--- src/rtl/cd_sram_write_coalescer.sv ---
// cd_sram_write_coalescer
// Write coalescer between the rasterizer Color/Depth write port and the
// Color/Depth SRAM. Consecutive masked writes to the same SRAM word are merged
// in a holding register. Evicted words queue in a small FIFO that drains
// whenever the SRAM grants a write slot. A combinational hazard flag tells the
// rasterizer when a depth read would see a stale SRAM word.

module cd_sram_write_coalescer #(
  parameter int FIFO_DEPTH   = 4,
  parameter int HOLD_TIMEOUT = 8
) (
  input  logic         clk,
  input  logic         srst_n,
  input  logic         wr_valid,
  output logic         wr_ready,
  input  logic [15:0]  wr_addr,
  input  logic [383:0] wr_color,
  input  logic [335:0] wr_depth,
  input  logic [15:0]  wr_mask,
  input  logic [15:0]  rd_addr,
  output logic         rd_hazard,
  input  logic         sram_gnt,
  output logic         sram_we,
  output logic [15:0]  sram_addr,
  output logic [383:0] sram_color,
  output logic [335:0] sram_depth,
  output logic [15:0]  sram_mask,
  input  logic         flush,
  output logic         flush_done
);

  localparam int PW = $clog2(FIFO_DEPTH);
  localparam int CW = PW + 1;
  localparam int TW = $clog2(HOLD_TIMEOUT + 1);

  localparam logic [0:0] ST_RUN   = 1'b0;
  localparam logic [0:0] ST_FLUSH = 1'b1;

  logic [0:0]   state;

  // Holding register: the word currently being coalesced
  logic         hold_valid;
  logic [15:0]  hold_addr;
  logic [383:0] hold_color;
  logic [335:0] hold_depth;
  logic [15:0]  hold_mask;
  logic [TW-1:0] timer;

  // Eviction FIFO storage and bookkeeping
  logic [15:0]  fifo_addr  [FIFO_DEPTH];
  logic [383:0] fifo_color [FIFO_DEPTH];
  logic [335:0] fifo_depth [FIFO_DEPTH];
  logic [15:0]  fifo_mask  [FIFO_DEPTH];
  logic [PW-1:0] wr_ptr;
  logic [PW-1:0] rd_ptr;
  logic [CW-1:0] count;

  logic         fifo_full;
  logic         fifo_empty;
  logic         wr_fire;
  logic         wr_take;
  logic         same_addr;
  logic         timeout_hit;
  logic         push_conflict;
  logic         push_evict;
  logic         push;
  logic         pop;
  logic         idle;
  logic [383:0] merged_color;
  logic [335:0] merged_depth;
  logic [PW-1:0] slot_off;

  assign fifo_full  = (count == CW'(FIFO_DEPTH));
  assign fifo_empty = (count == '0);

  // A new word can only be taken when there is somewhere to put the old one
  assign wr_ready = (state == ST_RUN) && !(hold_valid && fifo_full);
  assign wr_fire  = wr_valid && wr_ready;
  // An all-zero mask is consumed but must not disturb the hold or its timer
  assign wr_take  = wr_fire && (wr_mask != '0);

  assign same_addr     = hold_valid && (hold_addr == wr_addr);
  assign timeout_hit   = hold_valid && (timer >= TW'(HOLD_TIMEOUT));
  assign push_conflict = wr_take && hold_valid && !same_addr;
  assign push_evict    = !wr_take && hold_valid && !fifo_full &&
                         ((state == ST_FLUSH) || timeout_hit);
  assign push          = push_conflict || push_evict;
  assign pop           = !fifo_empty && sram_gnt;
  assign idle          = !hold_valid && fifo_empty && !sram_we;

  // Lane-wise merge: lanes selected by the new mask take the new data
  always_comb begin
    merged_color = hold_color;
    merged_depth = hold_depth;
    for (int i = 0; i < 16; i++) begin
      if (wr_mask[i]) begin
        merged_color[24*i +: 24] = wr_color[24*i +: 24];
        merged_depth[21*i +: 21] = wr_depth[21*i +: 21];
      end
    end
  end

  // Hazard if the read address is still anywhere between rasterizer and SRAM
  always_comb begin
    rd_hazard = 1'b0;
    slot_off  = '0;
    if (hold_valid && (hold_addr == rd_addr)) begin
      rd_hazard = 1'b1;
    end
    if (sram_we && (sram_addr == rd_addr)) begin
      rd_hazard = 1'b1;
    end
    for (int i = 0; i < FIFO_DEPTH; i++) begin
      slot_off = PW'(i) - rd_ptr;
      if (({1'b0, slot_off} < count) && (fifo_addr[i] == rd_addr)) begin
        rd_hazard = 1'b1;
      end
    end
  end

  // Holding register load, merge and eviction
  always_ff @(posedge clk or negedge srst_n) begin
    if (!srst_n) begin
      hold_valid <= 1'b0;
      hold_addr  <= '0;
      hold_color <= '0;
      hold_depth <= '0;
      hold_mask  <= '0;
    end else if (wr_take) begin
      hold_valid <= 1'b1;
      hold_addr  <= wr_addr;
      if (same_addr) begin
        hold_color <= merged_color;
        hold_depth <= merged_depth;
        hold_mask  <= hold_mask | wr_mask;
      end else begin
        hold_color <= wr_color;
        hold_depth <= wr_depth;
        hold_mask  <= wr_mask;
      end
    end else if (push_evict) begin
      hold_valid <= 1'b0;
    end
  end

  // Idle timer: restarts on real writes, saturates at the timeout
  always_ff @(posedge clk or negedge srst_n) begin
    if (!srst_n) begin
      timer <= '0;
    end else if (wr_take || push_evict || !hold_valid) begin
      timer <= '0;
    end else if (timer < TW'(HOLD_TIMEOUT)) begin
      timer <= timer + TW'(1);
    end
  end

  // FIFO storage; contents need no reset because count guards validity
  always_ff @(posedge clk) begin
    if (push) begin
      fifo_addr[wr_ptr]  <= hold_addr;
      fifo_color[wr_ptr] <= hold_color;
      fifo_depth[wr_ptr] <= hold_depth;
      fifo_mask[wr_ptr]  <= hold_mask;
    end
  end

  // FIFO pointers and occupancy; simultaneous push and pop leave count alone
  always_ff @(posedge clk or negedge srst_n) begin
    if (!srst_n) begin
      wr_ptr <= '0;
      rd_ptr <= '0;
      count  <= '0;
    end else begin
      if (push) begin
        wr_ptr <= wr_ptr + PW'(1);
      end
      if (pop) begin
        rd_ptr <= rd_ptr + PW'(1);
      end
      case ({push, pop})
        2'b10:   count <= count + CW'(1);
        2'b01:   count <= count - CW'(1);
        default: count <= count;
      endcase
    end
  end

  // SRAM write port: registered head of FIFO, data held between strobes
  always_ff @(posedge clk or negedge srst_n) begin
    if (!srst_n) begin
      sram_we    <= 1'b0;
      sram_addr  <= '0;
      sram_color <= '0;
      sram_depth <= '0;
      sram_mask  <= '0;
    end else begin
      sram_we <= pop;
      if (pop) begin
        sram_addr  <= fifo_addr[rd_ptr];
        sram_color <= fifo_color[rd_ptr];
        sram_depth <= fifo_depth[rd_ptr];
        sram_mask  <= fifo_mask[rd_ptr];
      end
    end
  end

  // Run/flush control; flush_done is a single-cycle pulse on the way back to RUN
  always_ff @(posedge clk or negedge srst_n) begin
    if (!srst_n) begin
      state      <= ST_RUN;
      flush_done <= 1'b0;
    end else begin
      flush_done <= 1'b0;
      case (state)
        ST_RUN: begin
          if (flush) begin
            state <= ST_FLUSH;
          end
        end
        ST_FLUSH: begin
          if (idle) begin
            flush_done <= 1'b1;
            state      <= ST_RUN;
          end
        end
        default: state <= ST_RUN;
      endcase
    end
  end

endmodule
--- config.mk ---
export PLATFORM = sky130hd
export DESIGN_NAME = cd_sram_write_coalescer
export DESIGN_NICKNAME = d
export VERILOG_FILES = /design/src/rtl/cd_sram_write_coalescer.sv
export SDC_FILE = /design/constraint.sdc
export NUM_CORES = 2
export LEC_CHECK = 0
export ABC_AREA = 1
export BUFFER_PORTS_ARGS = -buffer_cell sky130_fd_sc_hd__buf_2
export CAP_MARGIN = 15
export CORE_AREA = 2 2 603 605
export CTS_BUF_LIST = sky130_fd_sc_hd__clkbuf_16
export DETAILED_ROUTE_END_ITERATION = 10
export DIE_AREA = 0 0 605 607
export GPL_ROUTABILITY_DRIVEN = 0
export PLACE_DENSITY = 0.7
export SLEW_MARGIN = 20
export SYNTH_ARGS = -nofsm -noshare
export SYNTH_HDL_FRONTEND = slang
export SYNTH_SLANG_ARGS = --single-unit
--- constraint.sdc ---
create_clock -name clk -period 34.8 [get_ports clk]
set_input_delay 1.74 -clock clk [delete_from_list [all_inputs] [get_ports clk]]
set_output_delay 1.74 -clock clk [all_outputs]
set_load 0.01 [all_outputs]
==> flow_summary.toml <==
[finish]
design_area_um2 = 195000
final_cell_mix = "nand2_1, edfxtp_1, buf_2"
synthToLayoutAreaGrowth_pct = 15.1
drive_gt1_frac = 0.153
instances_no_fill = 20599
num-fill-cells = 29624
mostFrequentLayoutCell = "nand2_1"
num-nets-final = 16184

[route]
wire_per_inst_um = 24.8
ant_nets = 0
vias = 113148
drt-total-wl_mm = 511
drt_iter0_markers = 12033
firstDrtPassIters = 6
drc = 0
vias_per_cell = 5.49

[synth]
syn_area_um2 = 169000
ys_types = 35
yosysTopAreaCell = "edfxtp_1"
ys_warn_count = 0
yosysTopAreaCellShare = 0.535
postSynthAreaPerCell_um2 = 12.1
synth-seq-cells = 4527
synth_area_leaders = "edfxtp_1, dfrtp_1, nand2_1"
syn-num-nets = 14790
ys_seq_area_frac = 0.759
netlist_instances = 14005

[hold_path]
min_from = "hold_mask[4]$_DFFE_PN0P_"
min_path_type = "register to register"

[power]
peakVddDrop_mv = 0.0634
power.share.clock = 0.255
switching_share = 0.360
power_uw = 18300
power_frac_comb = 0.263
internal_power_uw = 11700
p_seq_frac = 0.482
p_leak_uw = 0.0818
switchingPower_uw = 6590
power.density_nw_per_um2 = 94.0

[timing]
finalCriticalPeriod_ns = 10.40
skew_ns = 0.118
hold_violations = 0
worstMarginPinSlew_ns = 1.10
setup_viol = 0
rsz0062_at_grt = "false"
worst_slew_margin_rel = 0.267
timing.final.crit_share = 0.299
setup_tns_ns = 0
fmax_ghz = 0.0961
maxSlewViolCount = 0

[global_routing]
grt_pass1_vias = 106750
grt_max_degree = 146
grt_overflow_total = 0
grt_pass1_wl_mm = 728
antenna_found_initial = 39
gr-usage-all-layers = 0.270

[floorplan]
fp.coreArea_um2 = 361000
die_h_um = 607
fp-row-count = 221
fp.dieW_um = 605
ios = 1529
die_area_um2 = 367000
initial_core_util = 0.468

[placement]
dp.cells = 19758
io_buffers = 1528
hpwl_mm = 328
placed_area_um2 = 180000

[worst_setup_path]
crit_fanout = 123
slowest_stage = "nor2_4"
cpPeakStageDelay_ns = 0.85
cp_common_cell = "buf_4"
critical_path_arrival_ns = 10.93
worstPathRequired_ns = 35.33
worstReg2RegStart = "count[1]$_DFFE_PN0P_"
path_class = "input pin to register"
crit_path_start_kind = "input pin"
endpoint_kind = "register"
path_cells = "buf_2, nor2_1, buf_4, nand2_1, nor2_1, nand2_1, nand2_4, nand2_1, nand2_1, inv_1, nor2_4, buf_12, buf_4, buf_4, buf_4, buf_4, buf_4, buf_4"
setup.worst_path.start = "wr_mask[0]"

[clocking]
clkSlewWorstSetupHoldPaths_ns = 0.06
clock-sinks = 4527
clock_latency_ns = 0.98
cts_tree = "built"
clockRootBuffer = "clkbuf_16"
clockBufferDepth = 4
htreeDepth = 5
cts-buffers-inserted = 433
post_cts_buffers = 0
holdBufCountCts = 0
post_cts_resized = 0

[run]
cap_violations = 0

[status]
status = "complete, no violations"
==> sequential cells by signal (all words and copies together) (netlist names), 64 cells and up <==
signal	count
fifo_color	1536
fifo_addr	64
sram_depth	336
sram_color	384
fifo_depth	1344
hold_depth	336
fifo_mask	64
hold_color	384
==> per-layer routing <==
layer  GRT usage  vias up  wire length [um]
met2       0.418     5885            235000
met1       0.350    55942            189000
met4       0.179       22             39000
li1            -    50140                 -
met5           0        -               140
met3      0.0529     1159             47000
==> worst paths after layout <==
| path | endpoint | slack [ns] | cells after the start |
|---|---|---|---|
| min in group asynchronous | sram_color[61]$_DFFE_PN0P_ | 0.67 | 1 |
| hold / removal | fifo_mask[3][4]$_DFFE_PP_ | 0.45 | 0 |
| hold reg to reg | fifo_mask[3][4]$_DFFE_PP_ | 0.45 | 0 |
| setup / recovery | fifo_depth[3][93]$_DFFE_PP_ | 24.40 | 18 |
| setup reg to reg | fifo_depth[3][93]$_DFFE_PP_ | 26.18 | 16 |
| max in group asynchronous | hold_depth[173]$_DFFE_PN0P_ | 29.17 | 7 |
==> cells by family after synthesis <==
family | synth area share
and+or+nand+nor | 0.209
DFF | 0.759
buffers and inverters | 0.0258
AOI/OAI and AO/OA | 0.00188
xor gates and xnor gates | 0.00295
adders and majority gates | 0.000933
==> critical path: cells and delay by family <==
family	cells	cell delay (ns)
buffers and inverters	10	5.69
and+or+nand+nor	8	3.09
==> through the flow <==
step / setup WS [ns] / hold slack (ns) / utilization
after global routing: 24.05 / 0.473 / 0.539
after floorplan: -0.611 / 0.472 / -
after detailed placement: 23.30 / 0.459 / 0.500
after global placement: 23.30 / 0.458 / 0.500
after CTS: 24.28 / 0.450 / 0.539
final: 24.40 / 0.447 / 0.539
==> power by group through the flow <==
stage / Combinational, uW / Sequential [uW] / Clock [uW]
2_1_floorplan: 2690 / 9430 / 0
3_3_place_gp: 4730 / 8840 / 0
3_5_place_dp: 4800 / 8880 / 0
4_1_cts: 4840 / 8800 / 4700
5_1_grt: 5270 / 8950 / 4920
6_report: 4820 / 8810 / 4660
==> final cells by class <==
cell class,count,area [um2],area share
flip-flops and latches,4527,128000,0.660
multi-input cells,8638,36400,0.187
clock buffers,441,11000,0.0567
repair buffers,1705,9200,0.0473
well taps,4794,6000,0.0308
clock inverters,382,3150,0.0162
inverters,94,370,0.00190
diodes,18,45.0,0.000232
==> synth_stat cells, drive strengths merged <==
cell and number:
o21ai 43, buf 405, nand4 764, inv 94, edfxtp 3008, xor2 8
a21boi 3, xnor2 49, o22ai 1, dfrtp 1519, nor3 1, clkbuf 341
nand2 6932, a22oi 1, nor4 1, fa 1, a21oi 7, a31oi 1
o2111ai 2, nand3 739, a21o 1, or2 4, ha 11, nor2 69
(Power assumes the default switching activity.)
